`config.mk`:
```
export PLATFORM = sky130hd
export DESIGN_NAME = bus_autoclear_regs
export DESIGN_NICKNAME = d
export VERILOG_FILES = /design/src/rtl/bus_autoclear_regs_pkg.sv /design/src/rtl/bus_autoclear_bit.sv /design/src/rtl/bus_autoclear_regs.sv
export SDC_FILE = /design/constraint.sdc
export NUM_CORES = 1
export LEC_CHECK = 0
export ABC_CLOCK_PERIOD_IN_PS = 1100
export BUFFER_PORTS_ARGS = -buffer_cell sky130_fd_sc_hd__buf_2
export CORE_MARGIN = 2
export CORE_UTILIZATION = 33
export CTS_CLUSTER_DIAMETER = 150
export DETAILED_ROUTE_END_ITERATION = 12
export PLACE_DENSITY = 0.79
export SLEW_MARGIN = 20
export SYNTH_ARGS = -nofsm -noshare
export SYNTH_HDL_FRONTEND = slang
export SYNTH_SLANG_ARGS = --single-unit
```
`constraint.sdc`:
```
create_clock -name i_Bus_Clk -period 1.1 [get_ports i_Bus_Clk]
set_clock_uncertainty 0.15 [all_clocks]
set_input_delay 0.165 -clock i_Bus_Clk [delete_from_list [all_inputs] [get_ports i_Bus_Clk]]
set_output_delay 0.165 -clock i_Bus_Clk [all_outputs]
set_load 0.01 [all_outputs]
```
`src/rtl/bus_autoclear_regs_pkg.sv`:
```
// Shared constants and address decode for the autoclear register bank.
// Latency: n/a (package); backpressure: n/a.
package bus_autoclear_regs_pkg;

    localparam int BUS_DW = 16;
    localparam int ADDR_W = 4;

    localparam logic [ADDR_W-1:0] ADDR_START    = 4'h0;
    localparam logic [ADDR_W-1:0] ADDR_STATUS   = 4'h2;
    localparam logic [ADDR_W-1:0] ADDR_STOP     = 4'h4;
    localparam logic [ADDR_W-1:0] ADDR_HISTORY  = 4'h6;
    localparam logic [ADDR_W-1:0] ADDR_HIST_CLR = 4'h8;

    typedef enum logic [2:0] {
        SEL_NONE,
        SEL_START,
        SEL_STATUS,
        SEL_STOP,
        SEL_HISTORY,
        SEL_HIST_CLR
    } reg_sel_e;

    function automatic reg_sel_e decode_addr(input logic [ADDR_W-1:0] addr);
        reg_sel_e sel;
        case (addr)
            ADDR_START:    sel = SEL_START;
            ADDR_STATUS:   sel = SEL_STATUS;
            ADDR_STOP:     sel = SEL_STOP;
            ADDR_HISTORY:  sel = SEL_HISTORY;
            ADDR_HIST_CLR: sel = SEL_HIST_CLR;
            default:       sel = SEL_NONE;
        endcase
        return sel;
    endfunction

endpackage

```
`src/rtl/bus_autoclear_bit.sv`:
```
// One autoclear channel: start pulse, in-progress status and sticky done history.
// Latency: effects visible the cycle after the edge; no backpressure (always accepts).
module bus_autoclear_bit (
    input  logic bus_clk,
    input  logic bus_rst,
    input  logic start_wr,
    input  logic stop_wr,
    input  logic hist_clr_wr,
    input  logic done,
    output logic start_pulse,
    output logic status,
    output logic history
);

    // A done only counts while the channel is in progress, and a same-edge
    // start re-arms the channel instead of completing it.
    logic done_vld;
    assign done_vld = done & status & ~start_wr;

    always_ff @(posedge bus_clk) begin
        if (bus_rst) begin
            start_pulse <= 1'b0;
            status      <= 1'b0;
            history     <= 1'b0;
        end else begin
            start_pulse <= start_wr;

            if (start_wr) begin
                status <= 1'b1;
            end else if (stop_wr || done_vld) begin
                status <= 1'b0;
            end

            if (done_vld) begin
                history <= 1'b1;
            end else if (hist_clr_wr) begin
                history <= 1'b0;
            end
        end
    end

endmodule

```
`src/rtl/bus_autoclear_regs.sv`:
```
// Bus-mapped bank of START/STATUS/STOP/HISTORY/HIST_CLR autoclear registers.
// Latency: 1 cycle for read data and register effects; no backpressure (every CS is accepted).
module bus_autoclear_regs
    import bus_autoclear_regs_pkg::*;
#(
    parameter int AC_BITS_USED = 2
) (
    input  logic                    i_Bus_Clk,
    input  logic                    i_Bus_Rst,
    input  logic                    i_Bus_CS,
    input  logic                    i_Bus_Wr_Rd_n,
    input  logic [ADDR_W-1:0]       i_Bus_Addr8,
    input  logic [BUS_DW-1:0]       i_Bus_Wr_Data,
    output logic [BUS_DW-1:0]       o_Bus_Rd_Data,
    output logic                    o_Bus_Rd_DV,
    output logic [AC_BITS_USED-1:0] o_AC_Start,
    input  logic [AC_BITS_USED-1:0] i_AC_Done
);

    reg_sel_e                  sel;
    logic                      wr_vld;
    logic                      rd_vld;
    logic [AC_BITS_USED-1:0]   chan_dat;
    logic [AC_BITS_USED-1:0]   start_wr;
    logic [AC_BITS_USED-1:0]   stop_wr;
    logic [AC_BITS_USED-1:0]   hist_clr_wr;
    logic [AC_BITS_USED-1:0]   status_vec;
    logic [AC_BITS_USED-1:0]   history_vec;
    logic [BUS_DW-1:0]         status_dat;
    logic [BUS_DW-1:0]         history_dat;
    logic [BUS_DW-1:0]         rd_mux_dat;
    logic                      unused_wr_dat;

    assign sel      = decode_addr(i_Bus_Addr8);
    assign wr_vld   = i_Bus_CS &  i_Bus_Wr_Rd_n;
    assign rd_vld   = i_Bus_CS & ~i_Bus_Wr_Rd_n;
    assign chan_dat = i_Bus_Wr_Data[AC_BITS_USED-1:0];

    // Data bits beyond the implemented channels are simply dropped.
    assign unused_wr_dat = ^i_Bus_Wr_Data;

    assign start_wr    = (wr_vld && sel == SEL_START)    ? chan_dat : '0;
    assign stop_wr     = (wr_vld && sel == SEL_STOP)     ? chan_dat : '0;
    assign hist_clr_wr = (wr_vld && sel == SEL_HIST_CLR) ? chan_dat : '0;

    for (genvar n = 0; n < AC_BITS_USED; n++) begin : g_chan
        bus_autoclear_bit u_bit (
            .bus_clk     (i_Bus_Clk),
            .bus_rst     (i_Bus_Rst),
            .start_wr    (start_wr[n]),
            .stop_wr     (stop_wr[n]),
            .hist_clr_wr (hist_clr_wr[n]),
            .done        (i_AC_Done[n]),
            .start_pulse (o_AC_Start[n]),
            .status      (status_vec[n]),
            .history     (history_vec[n])
        );
    end

    always_comb begin
        status_dat                      = '0;
        history_dat                     = '0;
        status_dat[AC_BITS_USED-1:0]    = status_vec;
        history_dat[AC_BITS_USED-1:0]   = history_vec;
    end

    always_comb begin
        rd_mux_dat = '0;
        case (sel)
            SEL_STATUS:  rd_mux_dat = status_dat;
            SEL_HISTORY: rd_mux_dat = history_dat;
            default:     rd_mux_dat = '0;
        endcase
    end

    // Read data is forced to zero outside the valid strobe.
    always_ff @(posedge i_Bus_Clk) begin
        if (i_Bus_Rst) begin
            o_Bus_Rd_DV   <= 1'b0;
            o_Bus_Rd_Data <= '0;
        end else begin
            o_Bus_Rd_DV   <= rd_vld;
            o_Bus_Rd_Data <= rd_vld ? rd_mux_dat : '0;
        end
    end

endmodule

```
# After elaboration in Yosys (flattened, before gate mapping)
# Index checks and enable logic that the tools add are counted.
# word_totals
ff_bits,23
output_inout_bits,19
word_cells,51
# op_classes
n_eq_ne,9
muxes,13
n_bitwise,10
n_reduce_logical,11
# ops
op,count
$pmux W3 S5,1
$eq A4 B3 Y1 const B,2
$mux W1,8
$reduce_bool A2 Y1,4
$and A1 B1 Y1,6
$eq A3 B2 Y1 const B,2
$eq A3 B3 Y1 const B,2
$mux W2,3
$eq A4 B2 Y1 const B,1
$eq A4 B4 Y1 const B,1
$logic_not A4 Y1,1
$not A1 Y1,4
$pmux W2 S2,1
$eq A3 B1 Y1 const B,1
$logic_and A1 B1 Y1,3
$logic_or A1 B1 Y1,2
$reduce_or A2 Y1,1

# Depth between registers and ports, before layout
# logic_depth
depth_word,10
mapped_depth,4
ltp_nobuf,3

# By module
# A second synthesis with hierarchy kept.
# hier_totals
cells_unflattened,54
hier_area_um2,515.5
# by_module_without_submodules
mod,n_inst,cells_per_inst,area_each_um2,seq_area_each_um2
bus_autoclear_regs,1,36,302.8,60.1
bus_autoclear_bit,2,9,106.4,60.1

# Least setup slack after synthesis
# OpenSTA, ideal clock, no wires.
# synth_path
kind,input-to-reg
from,input port i_Bus_Addr8[2]
to,register g_chan[0].u_bit.history
arrival_ns,0.763
required_ns,0.824
slack_ns,0.061
stages,4
path_buffers,1
path_cell_list,clkbuf_1 nand2b_1 nor4_1 a21oi_1
# synth_via
elab_chain_len,8
elab_cells_between_ends,16
# synth_lines
item,line_no,source
from (decl),bus_autoclear_regs.sv:12,"input logic [ADDR_W-1:0] i_Bus_Addr8,"
$eq A4 B4 Y1 (tied with other cells),bus_autoclear_regs_pkg.sv:25,case (addr)
$pmux W3 S5 (*),bus_autoclear_regs_pkg.sv:25,
$eq A3 B1 Y1,bus_autoclear_regs.sv:42,assign start_wr = (wr_vld && sel == SEL_START) ? chan_dat : '0;
$logic_and A1 B1 Y1,bus_autoclear_regs.sv:42,
$mux W2,bus_autoclear_regs.sv:42,
$not A1 Y1,bus_autoclear_bit.sv:18,assign done_vld = done & status & ~start_wr;
$and A1 B1 Y1,bus_autoclear_bit.sv:18,
$mux W1 / $reduce_bool A2 Y1 (equally long branches),n/a,
to (signal assigned),bus_autoclear_bit.sv:24,history <= 1'b0;
to (signal assigned),bus_autoclear_bit.sv:35,history <= 1'b1;
to (signal assigned),bus_autoclear_bit.sv:37,history <= 1'b0;
to (decl),bus_autoclear_bit.sv:12,output logic history
# Mark *: on every way between the ends. The rest lies on a longest branch, timed or not.
# A chain may end at the register's enable or synchronous reset.

# Worst setup path after layout
# layout_path
from,input port i_Bus_Rst
to,register o_Bus_Rd_DV
# layout_rtl
item,line_no,source
from (decl),bus_autoclear_regs.sv:9,"input logic i_Bus_Rst,"
to (signal assigned),bus_autoclear_regs.sv:82,o_Bus_Rd_DV <= rd_vld;
to (decl),bus_autoclear_regs.sv:15,"output logic o_Bus_Rd_DV,"
# No word-level cell between the ends.

==> flow_metrics.tcl <==
set metrics [dict create \
    status "complete, no violations" \
    synth.area.top_cells "dfxtp_1 (34%), buf_4 (23%), and3b_1 (4.9%)" \
    hp-class "in -> reg" \
    core_um2 1510 \
    synth.largest_area_cell "dfxtp_1" \
    antenna_found_initial 0 \
    yosysTopAreaCellShare_pct 33.9 \
    drc 0 \
    arrival_ps 1080 \
    syn_to_final_growth_pct 17.9 \
    worstHoldStart "i_Bus_Wr_Data[0]" \
    cp.required_ps 1150 \
    ys_ff_latch 9 \
    tns_ps 0 \
    overflow 0 \
    path_clk_slew_ps 60 \
    p_comb_share_pct 13.8 \
    synthMuxAreaShare_pct 8.00 \
    grt_max_degree 9 \
    netSwitchingPower_w 0.000170 \
    swShare_pct 25.2 \
    period_needed_ps 1030 \
    nets 107 \
    synth_area_um2 532 \
    p_int_w 0.000504 \
    worstRegToRegCells 3 \
    fin_total_pwr_w 0.000674 \
    routedWlPerCell_um 9.68 \
    portBuffers 16 \
    rsz0062_at_grt "false" \
    maxCapViolCount 0 \
    clkPwrFrac_pct 37.3 \
    root_buffer "clkbuf_4" \
    dr.pass1.iters 4 \
    timing.rr.end "g_chan[0].u_bit.history$_SDFFE_PP0P_" \
    grt_pass1_vias 373 \
    drt-total-wl_um 929 \
    fin_crit_sh_pct 93.3 \
    start_util_pct 35.3 \
    drtIter0Drc 20 \
    numCtsBuffers 3 \
    syn_area_per_cell_um2 8.86 \
    n_antenna_cell 0 \
    synthXorXnorAreaFrac_pct 0 \
    clk_latency_ps 260 \
    vias 446 \
    path_class "in -> reg" \
    synth_warnings 0 \
    vias_per_cell 4.65 \
    pwr-share-seq_pct 48.8 \
    grt_util_all_layers_pct 10.2 \
    synth_top_family_by_area "simple AND/OR/NAND/NOR gates" \
    rr_startpoint "g_chan[0].u_bit.status$_SDFFE_PP0P_" \
    report.final.slew_viol_count 0 \
    clock_sinks 9 \
    ant_nets 0 \
    post_route_cells_drive_above_1_share_pct 31.3 \
    synth_compound_area_share_pct 6.12 \
    gp_congestion 0.808 \
    synth-simple-area-share_pct 25.9 \
    postSynthCellCount 60 \
    dp_hpwl_um 731 \
    placement_rows 14 \
    synth_cell_types 18 \
    h-tree-depth 1 \
    cp_max_fo 8 \
    min_path_cells 2 \
    max_freq_mhz 974 \
    leakagePower_nw 0.325 \
    rrSetupSlack_ps 80 \
    synthAdderAreaFrac_pct 0 \
    io_pins 45 \
    start_kind "input port" \
    ir_worst_vdd_uv 425 \
    cts.path.max_buffers 2 \
    die_x_um 44.1 \
    die_h_um 44.1 \
    setup_viol 0 \
    hold_viol_final 0 \
    hold_end "g_chan[0].u_bit.start_pulse$_SDFF_PP0_" \
    cts_tree "yes" \
    power_density_nw_per_um2 1080 \
    cp-end-kind "flip-flop" \
    fp.dieArea_um2 1950 \
    grt_pass1_wl_um 1360 \
    yosysSeqAreaShare_pct 33.9 \
]
state kept, by name, indices dropped and copies added (netlist names):
register,cells
g_chan.u_bit.history,2
o_Bus_Rd_DV,1
g_chan.u_bit.start_pulse,2
g_chan.u_bit.status,2
o_Bus_Rd_Data,2
power groups by stage:
stage,sequential (W),combinational (W),clock [W]
final,0.000329,0.0000933,0.000252
after global routing,0.000329,0.000102,0.000270
after CTS,0.000329,0.0000887,0.000257
after detailed placement,0.000337,0.0000864,0
after global placement,0.000337,0.0000851,0
after floorplan,0.000337,0.0000821,0
how the worst max path moves through the flow:
stage,startpoint,endpoint
CTS,i_Bus_Rst,o_Bus_Rd_DV$_SDFF_PP0_
floorplan,i_Bus_Addr8[2],g_chan[0].u_bit.history$_SDFFE_PP0P_
finish,i_Bus_Rst,o_Bus_Rd_DV$_SDFF_PP0_
detailed placement,i_Bus_Addr8[1],g_chan[1].u_bit.history$_SDFFE_PP0P_
global placement,i_Bus_Addr8[1],g_chan[1].u_bit.history$_SDFFE_PP0P_
global route,g_chan[1].u_bit.status$_SDFFE_PP0P_,g_chan[1].u_bit.history$_SDFFE_PP0P_
final cells by class:
type                       instances  area (µm²)
fill                             155         880
multi-input combinational         44         277
sequential                         9         180
timing repair buffer              20         113
clock buffer                       4        26.3
tap                               16        20.0
inverter                           3        11.3
metrics by stage:
stage	hold WS, ps	std cells	setup WS, ps	cell area (µm²)	utilization [%]
floorplan	102	73	60.9	581	-
global placement	217	91	-102	579	38.5
detailed placement	222	91	-154	579	38.5
CTS	5.56	96	46.1	616	40.9
global route	16.7	96	3.94	627	41.6
finish	5.69	96	73.3	627	41.6
worst max-delay path: stages:
cell and delay, ps:
buf_2 150, nor3b_2 200, dlygate4sd3_1 560
timing repair:
item | CTS | global route
gates resized for setup | 0 | 2
buffers inserted | 0 | 0
hold buffers | 1 | 0
hold endpoints to repair | 1 | 0
setup endpoints to repair | 0 | 2
Yosys cell counts (all sizes together):
library cell  number
nor3b              3
clkbuf             1
dfxtp              9
nand3              3
o41ai              2
and3               2
nor4               2
and3b              3
and2               1
a21oi              3
nor2               3
inv                3
nand4bb            1
conb               1
mux2i              2
nand2b             3
mux2               2
buf               16
cell families (layout without fill, tap and decap cells):
group / Yosys count / in the layout
compound gates: 5 / 5
buf+inv: 20 / 27
flops: 9 / 9
mux: 4 / 4
other cells: 1 / 14
simple gates: 21 / 21
placed cells by master, fill, tap and decap left out, types with 2 or more instances in the layout:
cell	count
and3_1	2
buf_2	16
mux2i_1	2
nor2_1	3
nand3_1	3
a21oi_1	3
inv_1	3
dfxtp_1	9
nand2b_1	3
nor3b_1	2
o41ai_1	2
buf_4	3
clkbuf_4	3
conb_1	14
and3b_1	3
mux2_1	2
per-layer routing:
metal / GRT usage [%] / wire length, µm / up-vias
met5: 0 / 0 / -
met1: 9.70 / 353 / 199
met4: 9.09 / 22 / 0
li1: - / - / 214
met2: 16.8 / 430 / 30
met3: 4.08 / 123 / 3
(Power assumes the default switching activity.)
